$ cat config.mk
export PLATFORM = sky130hd
export DESIGN_NAME = rom_bus_arbiter_flat
export DESIGN_NICKNAME = d
export VERILOG_FILES = /design/src/rtl/rom_bus_arbiter_if.sv /design/src/rtl/rom_bus_arbiter.sv /design/src/flat_wrapper.sv
export SDC_FILE = /design/constraint.sdc
export NUM_CORES = 1
export LEC_CHECK = 0
export BUFFER_PORTS_ARGS = -buffer_cell sky130_fd_sc_hd__buf_2
export CORE_AREA = 2 2 104 106
export CTS_CLUSTER_DIAMETER = 50
export DETAILED_ROUTE_END_ITERATION = 16
export DIE_AREA = 0 0 106 108
export PLACE_DENSITY = 0.76
export SKIP_LAST_GASP = 1
export SYNTH_ARGS = -nofsm -noshare
export SYNTH_HDL_FRONTEND = slang
export SYNTH_SLANG_ARGS = --single-unit
$ cat constraint.sdc
create_clock -name clk -period 5.5 [get_ports clk]
set_input_delay 0.55 -clock clk [delete_from_list [all_inputs] [get_ports clk]]
set_output_delay 0.55 -clock clk [all_outputs]
set_load 0.02 [all_outputs]
$ cat src/rtl/rom_bus_arbiter_if.sv
// Bus bundle between the two masters, the arbiter and the memory.
// slave = arbiter view, master = masters/memory (testbench) view.
interface rom_bus_arbiter_if #(
  parameter int ADDR_W = 32,
  parameter int DATA_W = 32
);
  logic              m0_req_i;
  logic [ADDR_W-1:0] m0_addr_i;
  logic              m0_gnt_o;
  logic              m0_rvalid_o;
  logic [DATA_W-1:0] m0_rdata_o;
  logic              hold_o;
  logic              m1_req_i;
  logic              m1_lock_i;
  logic              m1_we_i;
  logic [ADDR_W-1:0] m1_addr_i;
  logic [DATA_W-1:0] m1_wdata_i;
  logic              m1_gnt_o;
  logic              m1_rvalid_o;
  logic [DATA_W-1:0] m1_rdata_o;
  logic              mem_en_o;
  logic              mem_we_o;
  logic [ADDR_W-1:0] mem_addr_o;
  logic [DATA_W-1:0] mem_wdata_o;
  logic [DATA_W-1:0] mem_rdata_i;

  modport slave (
    input  m0_req_i, m0_addr_i,
    output m0_gnt_o, m0_rvalid_o, m0_rdata_o, hold_o,
    input  m1_req_i, m1_lock_i, m1_we_i, m1_addr_i, m1_wdata_i,
    output m1_gnt_o, m1_rvalid_o, m1_rdata_o,
    output mem_en_o, mem_we_o, mem_addr_o, mem_wdata_o,
    input  mem_rdata_i
  );

  modport master (
    output m0_req_i, m0_addr_i,
    input  m0_gnt_o, m0_rvalid_o, m0_rdata_o, hold_o,
    output m1_req_i, m1_lock_i, m1_we_i, m1_addr_i, m1_wdata_i,
    input  m1_gnt_o, m1_rvalid_o, m1_rdata_o,
    input  mem_en_o, mem_we_o, mem_addr_o, mem_wdata_o,
    output mem_rdata_i
  );
endinterface

$ cat src/rtl/rom_bus_arbiter.sv
// Two-master arbiter for the single-port instruction memory.
// M1 (loader) has priority; M0 (fetch) gets a starvation guard.
module rom_bus_arbiter #(
  parameter int ADDR_W     = 32,
  parameter int DATA_W     = 32,
  parameter int STARVE_MAX = 4
) (
  input  logic              clk,
  input  logic              rst,
  rom_bus_arbiter_if.slave  bus
);

  localparam int CNT_W = $clog2(STARVE_MAX + 1);
  localparam logic [CNT_W-1:0] SMAX = CNT_W'(STARVE_MAX);

  // owner: 1 = M1 holds the bus, 0 = M0
  logic              owner_q, owner_d;
  logic [CNT_W-1:0]  starve_cnt_q, starve_cnt_d;
  logic              rd_vld_q, rd_vld_d;
  logic              rd_mst_q, rd_mst_d;
  logic [DATA_W-1:0] m0_rdata_q, m0_rdata_d;
  logic [DATA_W-1:0] m1_rdata_q, m1_rdata_d;

  logic lock_win;
  logic starve_win;
  logic m0_gnt;
  logic m1_gnt;
  logic m0_rvalid;
  logic m1_rvalid;

  // Fixed-priority grant: lock, starvation, M1, M0; nothing in reset
  always_comb begin
    lock_win   = owner_q & bus.m1_lock_i & bus.m1_req_i;
    starve_win = (starve_cnt_q == SMAX) & bus.m0_req_i;
    m0_gnt     = 1'b0;
    m1_gnt     = 1'b0;
    if (!rst) begin
      if (lock_win)
        m1_gnt = 1'b1;
      else if (starve_win)
        m0_gnt = 1'b1;
      else if (bus.m1_req_i)
        m1_gnt = 1'b1;
      else if (bus.m0_req_i)
        m0_gnt = 1'b1;
    end
  end

  // Next state for owner, starvation counter, read tag and held rdata
  always_comb begin
    owner_d = owner_q;
    if (m1_gnt)
      owner_d = 1'b1;
    else if (m0_gnt)
      owner_d = 1'b0;

    starve_cnt_d = '0;
    if (bus.m0_req_i && !m0_gnt)
      starve_cnt_d = (starve_cnt_q == SMAX) ? SMAX
                                            : starve_cnt_q + 1'b1;

    rd_vld_d = m0_gnt | (m1_gnt & ~bus.m1_we_i);
    rd_mst_d = m1_gnt;

    m0_rvalid = rd_vld_q & ~rd_mst_q;
    m1_rvalid = rd_vld_q & rd_mst_q;

    m0_rdata_d = m0_rvalid ? bus.mem_rdata_i : m0_rdata_q;
    m1_rdata_d = m1_rvalid ? bus.mem_rdata_i : m1_rdata_q;
  end

  // State registers; reset drops any read in flight
  always_ff @(posedge clk or posedge rst) begin
    if (rst) begin
      owner_q      <= 1'b0;
      starve_cnt_q <= '0;
      rd_vld_q     <= 1'b0;
      rd_mst_q     <= 1'b0;
      m0_rdata_q   <= '0;
      m1_rdata_q   <= '0;
    end else begin
      owner_q      <= owner_d;
      starve_cnt_q <= starve_cnt_d;
      rd_vld_q     <= rd_vld_d;
      rd_mst_q     <= rd_mst_d;
      m0_rdata_q   <= m0_rdata_d;
      m1_rdata_q   <= m1_rdata_d;
    end
  end

  // Master-side outputs
  always_comb begin
    bus.m0_gnt_o    = m0_gnt;
    bus.m1_gnt_o    = m1_gnt;
    bus.hold_o      = bus.m0_req_i & ~m0_gnt;
    bus.m0_rvalid_o = m0_rvalid;
    bus.m1_rvalid_o = m1_rvalid;
    bus.m0_rdata_o  = m0_rvalid ? bus.mem_rdata_i : m0_rdata_q;
    bus.m1_rdata_o  = m1_rvalid ? bus.mem_rdata_i : m1_rdata_q;
  end

  // Memory-side mux from the granted master, zero when idle
  always_comb begin
    bus.mem_en_o    = m0_gnt | m1_gnt;
    bus.mem_we_o    = m1_gnt & bus.m1_we_i;
    bus.mem_addr_o  = '0;
    bus.mem_wdata_o = '0;
    if (m1_gnt) begin
      bus.mem_addr_o  = bus.m1_addr_i;
      bus.mem_wdata_o = bus.m1_wdata_i;
    end else if (m0_gnt) begin
      bus.mem_addr_o  = bus.m0_addr_i;
    end
  end

endmodule

$ cat src/flat_wrapper.sv
// flat-port wrapper written by rule: the top's interface ports become plain ports
module rom_bus_arbiter_flat 
#(
  parameter int ADDR_W     = 32,
  parameter int DATA_W     = 32,
  parameter int STARVE_MAX = 4
)
  (clk, rst, bus_m0_req_i, bus_m0_addr_i, bus_m0_gnt_o, bus_m0_rvalid_o, bus_m0_rdata_o, bus_hold_o, bus_m1_req_i, bus_m1_lock_i, bus_m1_we_i, bus_m1_addr_i, bus_m1_wdata_i, bus_m1_gnt_o, bus_m1_rvalid_o, bus_m1_rdata_o, bus_mem_en_o, bus_mem_we_o, bus_mem_addr_o, bus_mem_wdata_o, bus_mem_rdata_i);
  rom_bus_arbiter_if #(.ADDR_W(ADDR_W), .DATA_W(DATA_W)) bus_i ();
  input  logic clk;
  input  logic rst;
  input wire logic [$bits(bus_i.m0_req_i)-1:0] bus_m0_req_i;
  input wire logic [$bits(bus_i.m0_addr_i)-1:0] bus_m0_addr_i;
  output wire logic [$bits(bus_i.m0_gnt_o)-1:0] bus_m0_gnt_o;
  output wire logic [$bits(bus_i.m0_rvalid_o)-1:0] bus_m0_rvalid_o;
  output wire logic [$bits(bus_i.m0_rdata_o)-1:0] bus_m0_rdata_o;
  output wire logic [$bits(bus_i.hold_o)-1:0] bus_hold_o;
  input wire logic [$bits(bus_i.m1_req_i)-1:0] bus_m1_req_i;
  input wire logic [$bits(bus_i.m1_lock_i)-1:0] bus_m1_lock_i;
  input wire logic [$bits(bus_i.m1_we_i)-1:0] bus_m1_we_i;
  input wire logic [$bits(bus_i.m1_addr_i)-1:0] bus_m1_addr_i;
  input wire logic [$bits(bus_i.m1_wdata_i)-1:0] bus_m1_wdata_i;
  output wire logic [$bits(bus_i.m1_gnt_o)-1:0] bus_m1_gnt_o;
  output wire logic [$bits(bus_i.m1_rvalid_o)-1:0] bus_m1_rvalid_o;
  output wire logic [$bits(bus_i.m1_rdata_o)-1:0] bus_m1_rdata_o;
  output wire logic [$bits(bus_i.mem_en_o)-1:0] bus_mem_en_o;
  output wire logic [$bits(bus_i.mem_we_o)-1:0] bus_mem_we_o;
  output wire logic [$bits(bus_i.mem_addr_o)-1:0] bus_mem_addr_o;
  output wire logic [$bits(bus_i.mem_wdata_o)-1:0] bus_mem_wdata_o;
  input wire logic [$bits(bus_i.mem_rdata_i)-1:0] bus_mem_rdata_i;
  assign bus_i.m0_req_i = bus_m0_req_i;
  assign bus_i.m0_addr_i = bus_m0_addr_i;
  assign bus_m0_gnt_o = bus_i.m0_gnt_o;
  assign bus_m0_rvalid_o = bus_i.m0_rvalid_o;
  assign bus_m0_rdata_o = bus_i.m0_rdata_o;
  assign bus_hold_o = bus_i.hold_o;
  assign bus_i.m1_req_i = bus_m1_req_i;
  assign bus_i.m1_lock_i = bus_m1_lock_i;
  assign bus_i.m1_we_i = bus_m1_we_i;
  assign bus_i.m1_addr_i = bus_m1_addr_i;
  assign bus_i.m1_wdata_i = bus_m1_wdata_i;
  assign bus_m1_gnt_o = bus_i.m1_gnt_o;
  assign bus_m1_rvalid_o = bus_i.m1_rvalid_o;
  assign bus_m1_rdata_o = bus_i.m1_rdata_o;
  assign bus_mem_en_o = bus_i.mem_en_o;
  assign bus_mem_we_o = bus_i.mem_we_o;
  assign bus_mem_addr_o = bus_i.mem_addr_o;
  assign bus_mem_wdata_o = bus_i.mem_wdata_o;
  assign bus_i.mem_rdata_i = bus_mem_rdata_i;
  rom_bus_arbiter #(.ADDR_W(ADDR_W), .DATA_W(DATA_W), .STARVE_MAX(STARVE_MAX)) u_core (.clk(clk), .rst(rst), .bus(bus_i));
endmodule
## After elaboration in Yosys (flattened, before gate mapping)

Cells that the tools add are included.

- $lt $le $gt $ge: 0
- Shift-type cells: 0
- Add/subtract/negate cells: 1
- Equal/unequal tests: 1
- Reductions and logical operators: 3
- Bitwise logic cells: 13
- Multiply operators: 0
- Div/mod/pow operators: 0
- Mux-type cells: 18

Operators by type and width:

| cell | number |
|---|---|
| 32-bit 2-to-1 mux | 5 |
| 1-bit 2-to-1 mux | 11 |
| 1-bit bitwise AND | 8 |
| 3-bit 2-to-1 mux | 2 |
| 3-bit by 1-bit adder with 3-bit output (second input constant) | 1 |
| 3-bit equality test (second input constant) | 1 |
| 1-bit NOT | 3 |
| 1-bit OR | 2 |
| 2-bit nonzero test | 1 |
| 1-bit logical AND | 1 |
| 1-bit zero test | 1 |

- Memory bits (writable): 0
- Input bits: 134
- Memories: 0
- Latch bits: 0
- Output and inout bits: 135
- Register bits after elaboration: 70
- Memory bits (read-only): 0

## Longest topological paths before layout

- Depth after elaboration: 8
- Depth in mapped cells: 7
- Mapped depth without buffers: 5

## Worst setup path before layout

Ideal clock, no wire load.

- Kind: in2out
- Start point: input rst
- End point: output bus_m0_gnt_o
- Arrival time: 2.586 ns
- Data required time: 4.950 ns
- Cell stages on the path: 3
- Slack: 2.364 ns
- Cell sequence: inv_1 nand2_1 nor2_1

- Word-level cells in the longest chain between the ends: 1

Ends and longest elaborated chain:

| element | RTL line | source |
|---|---|---|
| start, declared | flat_wrapper.sv:11 | `input logic rst;` |
| 1-bit 2-to-1 mux | rom_bus_arbiter.sv:37 | `if (!rst) begin` |
| end, declared | flat_wrapper.sv:14 | `output wire logic [$bits(bus_i.m0_gnt_o)-1:0] bus_m0_gnt_o;` |

Every way passes these cells.

## Final worst setup path

- Start point: input bus_m0_req_i
- End point: output bus_mem_addr_o[26]

- Word-level cells in the longest chain between the ends: 7

Ends and longest elaborated chain:

| element | RTL line | source |
|---|---|---|
| start, declared | flat_wrapper.sv:12 | `input wire logic [$bits(bus_i.m0_req_i)-1:0] bus_m0_req_i;` |
| 1-bit 2-to-1 mux | rom_bus_arbiter.sv:44 | `else if (bus.m0_req_i)` |
| 1-bit 2-to-1 mux | rom_bus_arbiter.sv:42 | `else if (bus.m1_req_i)` |
| 1-bit 2-to-1 mux | rom_bus_arbiter.sv:40 | `else if (starve_win)` |
| 1-bit 2-to-1 mux | rom_bus_arbiter.sv:38 | `if (lock_win)` |
| 1-bit 2-to-1 mux | rom_bus_arbiter.sv:37 |  |
| 32-bit 2-to-1 mux | rom_bus_arbiter.sv:111 | `end else if (m0_gnt) begin` |
| 32-bit 2-to-1 mux (*) | rom_bus_arbiter.sv:108 | `if (m1_gnt) begin` |
| end, declared | flat_wrapper.sv:28 | `output wire logic [$bits(bus_i.mem_addr_o)-1:0] bus_mem_addr_o;` |

Every way passes the cells marked *; elsewhere a longest branch is shown, timed or not.

==> impl_metrics.ini <==
[outcome]
status = finished clean

[logic_synthesis]
synth_fp_nets = 541
synth_flop_cell = dfrtp_1
ys_ff_latch = 70
synth_warnings = 0
postSynthCellCount = 405
ys_types = 29
synth_edf_count = 0
synth_area_per_cell_um2 = 10.4
syn_area_um2 = 4220
synth_seq_area_share_pct = 41.5
synthArstFlopShare_pct = 100

[routing]
wl_per_cell_um = 17.0
wl_um = 13300
drt_pass1_iterations = 5
drc = 0
ant_nets = 0
vias = 4410
drt_iter0_markers = 244
vias_per_cell = 5.63

[sta]
clock.fmax_mhz = 298
hold_violations = 0
finalSetupViolations = 0
fin_crit_sh_pct = 60.9
fin_tns_setup_ns = 0
slew_headroom_pct = 7.19
fin_skew_ns = 0.00834
rsz0062_at_grt = no
slew_violations = 0
worstMarginPinSlew_ns = 1.39
period_needed_ns = 3.35

[final_layout]
drive_above_1_share_pct = 55.5
nFillCells = 897
finish.utilization_pct = 55.9
diodes = 0
syn2layout_area_growth_pct = 35.3
nets = 779
stdcell_area_um2 = 5720

[global_route]
grt_max_degree = 66
grtUsageTotal_pct = 22.1
grt_pass1_vias = 4221
overflow = 0
antenna_found_initial = 0
grt_pass1_wl_um = 20500

[clock_tree]
cts_made_buffers = 9
cts.sinks = 70
cts.htree.levels = 3
clkLatencyLatePin_ns = 0.34
tritoncts = built
cts_resized = 0
clk_path_buf_depth = 2
path_clk_slew_ns = 0.08
cts-root-buf = clkbuf_8
ctsHoldBuffers = 0
post_cts_buffers = 0

[floorplan]
start_util_pct = 41.3
die_w_um = 106
io_pins = 269
coreArea_um2 = 10200
design.die.area_um2 = 11400
num_rows = 37
die_y_um = 108

[setup_path]
worstPathArrival_ns = 2.80
crit_start = bus_m0_req_i
crit_fanout = 38
setup.worst_path.start_class = input port
r2r_start = u_core.starve_cnt_q[0]
criticalPathCategory = input port to output pin
cp.required_ns = 4.95
r2r_end = u_core.starve_cnt_q[2]
rrSetupSlack_ns = 3.19
end_kind = output pin
reg2reg_depth = 5

[pwr]
total_power_w = 0.00173
power.density_nw_per_um2 = 303
ir_drop_v = 0.000183
p_leak_nw = 2.83

[placed_design]
dp_hpwl_um = 9690
gp_congestion = 0.828
place_area_um2 = 5520
io_buffer_count = 268

[worst_hold_path]
hold_class = input port to asynchronous set/reset pin

[flow_run]
drv_cap = 0
per-stage QoR:
step | setup WS (ns) | hold slack [ns] | instances
finish | 2.15 | 0.232 | 783
global placement | 2.32 | 0.465 | 768
global route | 2.01 | 0.237 | 783
detailed placement | 2.25 | 0.477 | 768
CTS | 2.23 | 0.219 | 783
floorplan | 2.36 | 0.443 | 405
routing by layer:
layer / up-vias / share of wire [%] / track usage (%)
met2: 279 / 48 / 37.8
met5: - / 0 / 0
met4: 0 / 2.0 / 7.24
met1: 2116 / 41 / 27.8
met3: 25 / 9.0 / 4.82
li1: 1990 / - / -
layout make-up:
class	instances	area [µm²]	share of cell area (%)
sequential	70	1750	30.6
timing repair buffer	272	1370	24.0
tap	136	170	2.98
multi-input combinational	285	2210	38.6
clock inverter	5	58.8	1.03
inverter	5	18.8	0.328
clock buffer	10	138	2.41
logic make-up after synthesis:
group,synth area share (%)
AND/OR/NAND/NOR,20.2
AO/OA/AOI/OAI,14.0
flip-flops,41.5
multiplexers,17.1
buffers and inverters,6.61
adder cells (fa/ha/maj),0.592
registers in the layout, summed over array words and instances (netlist names):
| name | count |
|---|---|
| u_core.m0_rdata_q | 32 |
| u_core.owner_q | 1 |
| u_core.rd_mst_q | 1 |
| u_core.starve_cnt_q | 3 |
| u_core.rd_vld_q | 1 |
| u_core.m1_rdata_q | 32 |
power breakdown:
| part | switching, W | internal, W |
|---|---|---|
| clock network | 0.000183 | 0.000220 |
| logic | 0.000415 | 0.000254 |
| registers | 0.0000294 | 0.000629 |
cells in the mapped netlist, types with 3 or more instances:
cell type / instances / area (µm²)
nand2_1: 4 / 15.0
dfrtp_1: 70 / 1750
mux2_2: 64 / 721
nand3_1: 32 / 160
buf_6: 5 / 56.3
inv_1: 4 / 15.0
a32oi_1: 32 / 280
o211ai_1: 32 / 240
and2_1: 66 / 413
nand4_1: 32 / 200
buf_2: 17 / 85.1
nor2b_1: 3 / 18.8
clkbuf_1: 13 / 48.8
nor2_1: 5 / 18.8
buf_4: 8 / 60.1
cell usage in the layout (no fill, tap or decap), types with 3 or more instances in the layout:
| master | synthesis | routed |
|---|---|---|
| buf_2 | 17 | 268 |
| dfrtp_1 | 70 | 70 |
| and2_1 | 66 | 66 |
| mux2_2 | 64 | 64 |
| o211ai_1 | 32 | 32 |
| nand4_1 | 32 | 32 |
| a32oi_1 | 32 | 32 |
| nand3_1 | 32 | 32 |
| clkbuf_8 | 0 | 10 |
| nand2_1 | 4 | 4 |
| nor2_1 | 5 | 4 |
| buf_4 | 8 | 4 |
| inv_1 | 4 | 3 |
worst max-delay path, cell delays in order:
cell	delay [ns]
buf_2	0.47
nor2b_2	1.19
nand4_1	0.22
nand3_1	0.17
buf_2	0.18
worst max-delay path by stage:
stage / end / depth (start not counted)
finish: bus_mem_addr_o[26] / 5
global route: bus_hold_o / 6
CTS: bus_hold_o / 6
detailed placement: bus_mem_addr_o[26] / 5
global placement: bus_mem_addr_o[2] / 5
floorplan: bus_m0_gnt_o / 3
Power figures use the tool's default switching activity.
